[src/rtl/lsu_pkg.sv]
// Shared definitions for the load/store unit: data window, RISC-V width codes,
// FSM state encoding and small helpers for access size and lane masks.
package lsu_pkg;

    localparam logic [31:0] DATA_BEGIN = 32'h1001_0000;
    localparam logic [31:0] DATA_END   = 32'h1001_3FFF;

    localparam logic [2:0] F3_B  = 3'b000;
    localparam logic [2:0] F3_H  = 3'b001;
    localparam logic [2:0] F3_W  = 3'b010;
    localparam logic [2:0] F3_D  = 3'b011;
    localparam logic [2:0] F3_BU = 3'b100;
    localparam logic [2:0] F3_HU = 3'b101;
    localparam logic [2:0] F3_WU = 3'b110;

    typedef enum logic [1:0] {IDLE, ISSUE0, ISSUE1, RESP} lsu_state_e;

    typedef struct packed {
        logic        write;
        logic [2:0]  funct3;
        logic [31:0] address;
        logic [63:0] wdata;
    } lsu_req_t;

    function automatic logic [3:0] size_bytes(input logic [1:0] w);
        return 4'd1 << w;
    endfunction

    function automatic logic [7:0] base_mask(input logic [1:0] w);
        case (w)
            2'd0:    return 8'h01;
            2'd1:    return 8'h03;
            2'd2:    return 8'h0F;
            default: return 8'hFF;
        endcase
    endfunction

    function automatic logic in_window(input logic [31:0] a);
        return (a >= DATA_BEGIN) && (a <= DATA_END);
    endfunction

endpackage

[src/rtl/load_store_unit_if.sv]
// Core-side request/response handshake plus the doubleword data-memory port.
// master = core/memory side, slave = the load/store unit.
interface load_store_unit_if;
    logic        req_valid;
    logic        req_ready;
    logic        req_write;
    logic [2:0]  req_funct3;
    logic [31:0] req_address;
    logic [63:0] req_write_data;

    logic        resp_valid;
    logic        resp_fault;
    logic [63:0] resp_data;

    logic [31:0] mem_address;
    logic        mem_read_en;
    logic        mem_write_en;
    logic [7:0]  mem_byte_mask;
    logic [63:0] mem_write_data;
    logic [63:0] mem_read_data;

    modport master (
        output req_valid, req_write, req_funct3, req_address, req_write_data, mem_read_data,
        input  req_ready, resp_valid, resp_fault, resp_data,
               mem_address, mem_read_en, mem_write_en, mem_byte_mask, mem_write_data
    );

    modport slave (
        input  req_valid, req_write, req_funct3, req_address, req_write_data, mem_read_data,
        output req_ready, resp_valid, resp_fault, resp_data,
               mem_address, mem_read_en, mem_write_en, mem_byte_mask, mem_write_data
    );
endinterface

[src/rtl/lsu_load_align.sv]
// Combinational load formatter: merges up to two doublewords, extracts the
// addressed bytes and sign/zero-extends them to 64 bits.
module lsu_load_align
    import lsu_pkg::*;
(
    input  logic [63:0] lo_word,
    input  logic [63:0] hi_word,
    input  logic        split,
    input  logic [2:0]  off,
    input  logic [2:0]  funct3,
    output logic [63:0] data
);
    logic [127:0] word128;
    logic [63:0]  shifted;

    always_comb begin
        // Unsplit accesses carry their only doubleword in hi_word.
        word128 = split ? {hi_word, lo_word} : {64'd0, hi_word};
        shifted = 64'(word128 >> {off, 3'b000});
        data    = shifted;
        case (funct3)
            F3_B:    data = {{56{shifted[7]}},  shifted[7:0]};
            F3_BU:   data = {56'd0,             shifted[7:0]};
            F3_H:    data = {{48{shifted[15]}}, shifted[15:0]};
            F3_HU:   data = {48'd0,             shifted[15:0]};
            F3_W:    data = {{32{shifted[31]}}, shifted[31:0]};
            F3_WU:   data = {32'd0,             shifted[31:0]};
            default: data = shifted;
        endcase
    end
endmodule

[src/rtl/load_store_unit.sv]
// Load/store unit: request latch, window/width check, two-beat split issue
// to a doubleword memory port, and load result formatting.
module load_store_unit
    import lsu_pkg::*;
(
    input  logic             clk,
    input  logic             reset,
    load_store_unit_if.slave bus
);
    lsu_state_e  state;
    lsu_req_t    req_q;
    logic [7:0]  mask_hi_q;
    logic [63:0] lo_word;
    logic [63:0] load_data;

    logic [3:0]  size_in;
    logic [2:0]  off_in;
    logic [31:0] last_in;
    logic [15:0] mask_in;
    logic        fault_in;
    logic [2:0]  off_q;
    logic        split_q;

    assign size_in  = size_bytes(bus.req_funct3[1:0]);
    assign off_in   = bus.req_address[2:0];
    assign last_in  = bus.req_address + {28'd0, size_in} - 32'd1;
    // Upper byte of the 16-bit lane mask is the second beat; nonzero means split.
    assign mask_in  = {8'h00, base_mask(bus.req_funct3[1:0])} << off_in;
    assign fault_in = (bus.req_write ? bus.req_funct3[2] : (bus.req_funct3 == 3'b111))
                    || !in_window(bus.req_address) || !in_window(last_in);
    assign off_q    = req_q.address[2:0];
    assign split_q  = |mask_hi_q;

    lsu_load_align u_align (
        .lo_word (lo_word),
        .hi_word (bus.mem_read_data),
        .split   (split_q),
        .off     (off_q),
        .funct3  (req_q.funct3),
        .data    (load_data)
    );

    assign bus.resp_data = (state == RESP && !req_q.write && !bus.resp_fault) ? load_data : 64'd0;

    always_ff @(posedge clk) begin
        if (reset) begin
            state              <= IDLE;
            req_q              <= '0;
            mask_hi_q          <= '0;
            lo_word            <= '0;
            bus.req_ready      <= 1'b1;
            bus.resp_valid     <= 1'b0;
            bus.resp_fault     <= 1'b0;
            bus.mem_address    <= '0;
            bus.mem_read_en    <= 1'b0;
            bus.mem_write_en   <= 1'b0;
            bus.mem_byte_mask  <= '0;
            bus.mem_write_data <= '0;
        end else begin
            bus.mem_read_en    <= 1'b0;
            bus.mem_write_en   <= 1'b0;
            bus.mem_byte_mask  <= '0;
            bus.mem_address    <= '0;
            bus.mem_write_data <= '0;
            bus.resp_valid     <= 1'b0;
            case (state)
                IDLE: if (bus.req_valid) begin
                    req_q.write    <= bus.req_write;
                    req_q.funct3   <= bus.req_funct3;
                    req_q.address  <= bus.req_address;
                    req_q.wdata    <= bus.req_write_data;
                    mask_hi_q      <= mask_in[15:8];
                    bus.req_ready  <= 1'b0;
                    bus.resp_fault <= fault_in;
                    if (fault_in) begin
                        state          <= RESP;
                        bus.resp_valid <= 1'b1;
                    end else begin
                        state              <= ISSUE0;
                        bus.mem_address    <= {bus.req_address[31:3], 3'b000};
                        bus.mem_read_en    <= !bus.req_write;
                        bus.mem_write_en   <= bus.req_write;
                        bus.mem_byte_mask  <= mask_in[7:0];
                        bus.mem_write_data <= bus.req_write_data << {off_in, 3'b000};
                    end
                end
                ISSUE0: if (split_q) begin
                    state              <= ISSUE1;
                    bus.mem_address    <= {req_q.address[31:3], 3'b000} + 32'd8;
                    bus.mem_read_en    <= !req_q.write;
                    bus.mem_write_en   <= req_q.write;
                    bus.mem_byte_mask  <= mask_hi_q;
                    bus.mem_write_data <= req_q.wdata >> {4'd8 - {1'b0, off_q}, 3'b000};
                end else begin
                    state          <= RESP;
                    bus.resp_valid <= 1'b1;
                end
                ISSUE1: begin
                    // First-beat read data arrives during the second beat.
                    lo_word        <= bus.mem_read_data;
                    state          <= RESP;
                    bus.resp_valid <= 1'b1;
                end
                RESP: begin
                    state          <= IDLE;
                    bus.req_ready  <= 1'b1;
                    bus.resp_fault <= 1'b0;
                end
                default: state <= IDLE;
            endcase
        end
    end
endmodule

[src/flat_wrapper.sv]
// flat-port wrapper written by rule: the top's interface ports become plain ports
module load_store_unit_flat import lsu_pkg::*;
  (clk, reset, bus_req_valid, bus_req_write, bus_req_funct3, bus_req_address, bus_req_write_data, bus_mem_read_data, bus_req_ready, bus_resp_valid, bus_resp_fault, bus_resp_data, bus_mem_address, bus_mem_read_en, bus_mem_write_en, bus_mem_byte_mask, bus_mem_write_data);
  load_store_unit_if bus_i ();
  input  logic clk;
  input  logic reset;
  input wire logic [$bits(bus_i.req_valid)-1:0] bus_req_valid;
  input wire logic [$bits(bus_i.req_write)-1:0] bus_req_write;
  input wire logic [$bits(bus_i.req_funct3)-1:0] bus_req_funct3;
  input wire logic [$bits(bus_i.req_address)-1:0] bus_req_address;
  input wire logic [$bits(bus_i.req_write_data)-1:0] bus_req_write_data;
  input wire logic [$bits(bus_i.mem_read_data)-1:0] bus_mem_read_data;
  output wire logic [$bits(bus_i.req_ready)-1:0] bus_req_ready;
  output wire logic [$bits(bus_i.resp_valid)-1:0] bus_resp_valid;
  output wire logic [$bits(bus_i.resp_fault)-1:0] bus_resp_fault;
  output wire logic [$bits(bus_i.resp_data)-1:0] bus_resp_data;
  output wire logic [$bits(bus_i.mem_address)-1:0] bus_mem_address;
  output wire logic [$bits(bus_i.mem_read_en)-1:0] bus_mem_read_en;
  output wire logic [$bits(bus_i.mem_write_en)-1:0] bus_mem_write_en;
  output wire logic [$bits(bus_i.mem_byte_mask)-1:0] bus_mem_byte_mask;
  output wire logic [$bits(bus_i.mem_write_data)-1:0] bus_mem_write_data;
  assign bus_i.req_valid = bus_req_valid;
  assign bus_i.req_write = bus_req_write;
  assign bus_i.req_funct3 = bus_req_funct3;
  assign bus_i.req_address = bus_req_address;
  assign bus_i.req_write_data = bus_req_write_data;
  assign bus_i.mem_read_data = bus_mem_read_data;
  assign bus_req_ready = bus_i.req_ready;
  assign bus_resp_valid = bus_i.resp_valid;
  assign bus_resp_fault = bus_i.resp_fault;
  assign bus_resp_data = bus_i.resp_data;
  assign bus_mem_address = bus_i.mem_address;
  assign bus_mem_read_en = bus_i.mem_read_en;
  assign bus_mem_write_en = bus_i.mem_write_en;
  assign bus_mem_byte_mask = bus_i.mem_byte_mask;
  assign bus_mem_write_data = bus_i.mem_write_data;
  load_store_unit u_core (.clk(clk), .reset(reset), .bus(bus_i));
endmodule
[config.mk]
export PLATFORM = sky130hd
export DESIGN_NAME = load_store_unit_flat
export DESIGN_NICKNAME = d
export VERILOG_FILES = /design/src/rtl/lsu_pkg.sv /design/src/rtl/load_store_unit_if.sv /design/src/rtl/lsu_load_align.sv /design/src/rtl/load_store_unit.sv /design/src/flat_wrapper.sv
export SDC_FILE = /design/constraint.sdc
export NUM_CORES = 1
export LEC_CHECK = 0
export ABC_AREA = 1
export CAP_MARGIN = 20
export CORE_MARGIN = 4
export CORE_UTILIZATION = 35
export CTS_CLUSTER_DIAMETER = 80
export CTS_CLUSTER_SIZE = 24
export DETAILED_ROUTE_END_ITERATION = 10
export HOLD_SLACK_MARGIN = 0.15
export SLEW_MARGIN = 20
export SYNTH_ARGS = -nofsm -noshare
export SYNTH_HDL_FRONTEND = slang
export SYNTH_SLANG_ARGS = --single-unit
[constraint.sdc]
create_clock -name clk -period 6.4 [get_ports clk]
set_input_delay 0.64 -clock clk [delete_from_list [all_inputs] [get_ports clk]]
set_output_delay 0.64 -clock clk [all_outputs]
set_load 0.01 [all_outputs]
==> metrics.txt <==
WP buf/inv 2; crit path max fanout 39; worst skew pair latency 0.60 ns; Max Used Layer met5; CTS Buf Count 26; hold buffer count at cts 0; Die ar. 63000 sq um; Synth Instances 3446; Synth async-reset ratio 0; gp weighted congestion 0.952; skew final 0.0527 ns; post-synthesis register bit count 279; H-tree depth 1; Post-CTS Setup Repair Bufs 0; layout cell share with drive strength beyond 1 0.0424; Reg clk slew, reported paths 0.08 ns; CTS tree built; Req. time, crit path 5.76 ns; sequential share of the synthesized area 0.270; Setup TNS 0 ns; Yosys warning total 0; CP endpoint kind output port; CP max stage cell o21ai_4; Max Slew Vio Count 0; met1 WL 38900 microns; Max VDD drop 206 uV; Final Cycle Share 0.802; Hold WS 0.450 ns; Post-synth top cells 888 x nand2_1, 467 x o21ai_0, 332 x a21oi_1; vias 24000; critical path type reg -> out; Leakage 10.6 nW; CTS resizes 0; RSZ-0062 raised after global routing false; syn_area_per_cell 5.99 sq um; largest area contributor in the netlist dfxtp_1; largest net degree at the start of global routing 106; highest clock rate 195 MHz; crit path launch type register; Final nets 3836; Die H 251 microns; Core Region 58000 sq um; status completed; routed wl met3 9140 microns; Post-Syn Area 20700 sq um; most frequent cell after synthesis nand2_1; global-route wire length before repair 136000 microns; io pins 340; PwrDens 329 nW/um^2; most used cell along the critical path nand2_1; slew of the pin with the lowest slew margin 1.20 ns; CTS max path bufs 3; top post-synthesis cells by area dfxtp_1 27%, nand2_1 16%, o21ai_0 11%, a21oi_1 8.0%, inv_1 5.6%; min Tclk post-route 5.13 ns; via density per instance 5.46; number of max-cap violations 0; vias in the first global route 22000; Root Buffer clkbuf_16; Post-synth EDFFs 0; width of the chip 251 microns; Global Route Usage Sum 0.273; delay-heaviest family, CP simple AND/OR/NAND/NOR gates; Post-synth top flop dfxtp_1; clock sink count 279; overall routed net length 91100 microns; Cell Rows 88; met2 WL post-DR 40000 microns; Final ANT Viol Nets 0; DP Cell Count 4345; Starting Density 0.356; First-pass DRT Iterations 6; crit-path max cell delay 0.67 ns; global route total overflow 0; share of the synthesized area in the top cell type 0.270; dpl hpwl 66800 microns; DRC viols 0; final hold viol count 0; Worst EP arrival 4.49 ns; slew margin rel. 0.197; hold crit path type reg -> reg; endpoints failing setup 0; P&R area growth vs syn 22.4%; Port Buffers 336; Cell Count, Final, Fillers Out 4400; number of DRC markers in iteration 0 2745; drt wl/cell 20.7 microns; critical path cell sequence nor2_1 -> nand2_1 -> nor2_4 -> inv_2 -> nand2_1 -> nand2_1 -> nand2_1 -> o21ai_0 -> o21ai_0 -> nand2_1 -> nand3_2 -> nand2_2 -> o21ai_4 -> a21oi_1 -> clkdlybuf4s50_1; Yosys cell types 55; initial antenna violation count 11
## worst paths after layout
| path | cells after the start | endpoint | startpoint | slack (ns) |
|---|---|---|---|---|
| setup / recovery | 15 | bus_resp_data[33] | u_core.mask_hi_q[1]$_SDFFE_PP0P_ | 1.27 |
| setup reg to reg | 13 | u_core.bus.mem_write_data[43]$_SDFF_PP0_ | u_core.mask_hi_q[1]$_SDFFE_PP0P_ | 2.10 |
| hold / removal | 2 | u_core.lo_word[59]$_SDFFE_PP0P_ | u_core.lo_word[59]$_SDFFE_PP0P_ | 0.45 |
| hold reg to reg | 2 | u_core.lo_word[59]$_SDFFE_PP0P_ | u_core.lo_word[59]$_SDFFE_PP0P_ | 0.45 |
## cell families after synthesis
kind of cell | count (synthesis) | synth area share
xor gates and xnor gates | 6 | 0.00254
adders and majority gates | 61 | 0.0373
other | 1 | 0.000182
muxes | 40 | 0.0194
DFF | 279 | 0.270
and+or+nand+nor | 1495 | 0.298
buffers and inverters | 575 | 0.109
AOI/OAI and AO/OA | 989 | 0.263
## where the power goes
part / switching (W) / leakage [nW] / internal (W) / total, W
combinational: 0.00302 / 7.87 / 0.00129 / 0.00430
sequential: 0.000216 / 2.28 / 0.00208 / 0.00229
clock: 0.000868 / 0.439 / 0.000861 / 0.00173
total: 0.00410 / 10.6 / 0.00423 / 0.00833
## layout make-up
cell class / count / area (sq um)
Tap cell: 765 / 957
Clock buffer: 28 / 679
Inverter: 331 / 1250
Multi-Input combinational cell: 2594 / 12900
Sequential cell: 279 / 5590
Clock inverter: 20 / 251
Antenna cell: 7 / 17.5
Fill cell: 6239 / 32700
Timing Repair Buffer: 376 / 3650
## flip-flops by register name (all words and copies together), names as in the netlist, 2 cells and up
| register | flops |
|---|---|
| u_core.off_q | 3 |
| u_core.bus.mem_byte_mask | 8 |
| u_core.req_q | 97 |
| u_core.state | 2 |
| u_core.mask_hi_q | 7 |
| u_core.bus.mem_write_data | 64 |
| u_core.lo_word | 64 |
| u_core.bus.mem_address | 29 |
## worst reg2reg max path: stages (launching register included)
cell	delay, ns
dfxtp_1	0.36
nor2_1	0.06
nand2_1	0.11
nor2_4	0.13
inv_2	0.52
buf_4	0.60
nand2_1	0.29
nor2_2	0.13
buf_4	0.41
nand2_1	0.16
nor2_2	0.77
buf_4	0.32
nand2_1	0.09
nand2_1	0.25
## placed cells by master, fill, tap and decap left out, drive strengths merged, types with 32 or more instances in the layout
cell,count
nand2,889
dfxtp,279
buf,42
a31oi,32
a21oi,334
nand4,78
inv,331
mux2i,40
nand3,151
clkdlybuf4s50,334
nor3,35
o21ai,474
ha,60
o211ai,52
nor2,312
## layer usage
layer	vias to the layer above	global-route usage
li1	11800	-
met1	11000	0.365
met2	1040	0.430
met3	154	0.0773
met4	8	0.0864
met5	-	0
## through the flow
stage | area (sq um) | total power [W] | setup WS, ns | utilization
finish | 25300 | 0.00833 | 1.27 | 0.436
global route | 25300 | 0.00890 | 0.909 | 0.436
CTS | 25300 | 0.00826 | 1.33 | 0.436
detailed placement | 24300 | 0.00651 | 1.91 | 0.420
global placement | 24300 | 0.00651 | 1.80 | 0.419
floorplan | 20700 | 0.00518 | 2.58 | -
(Power assumes the default switching activity.)
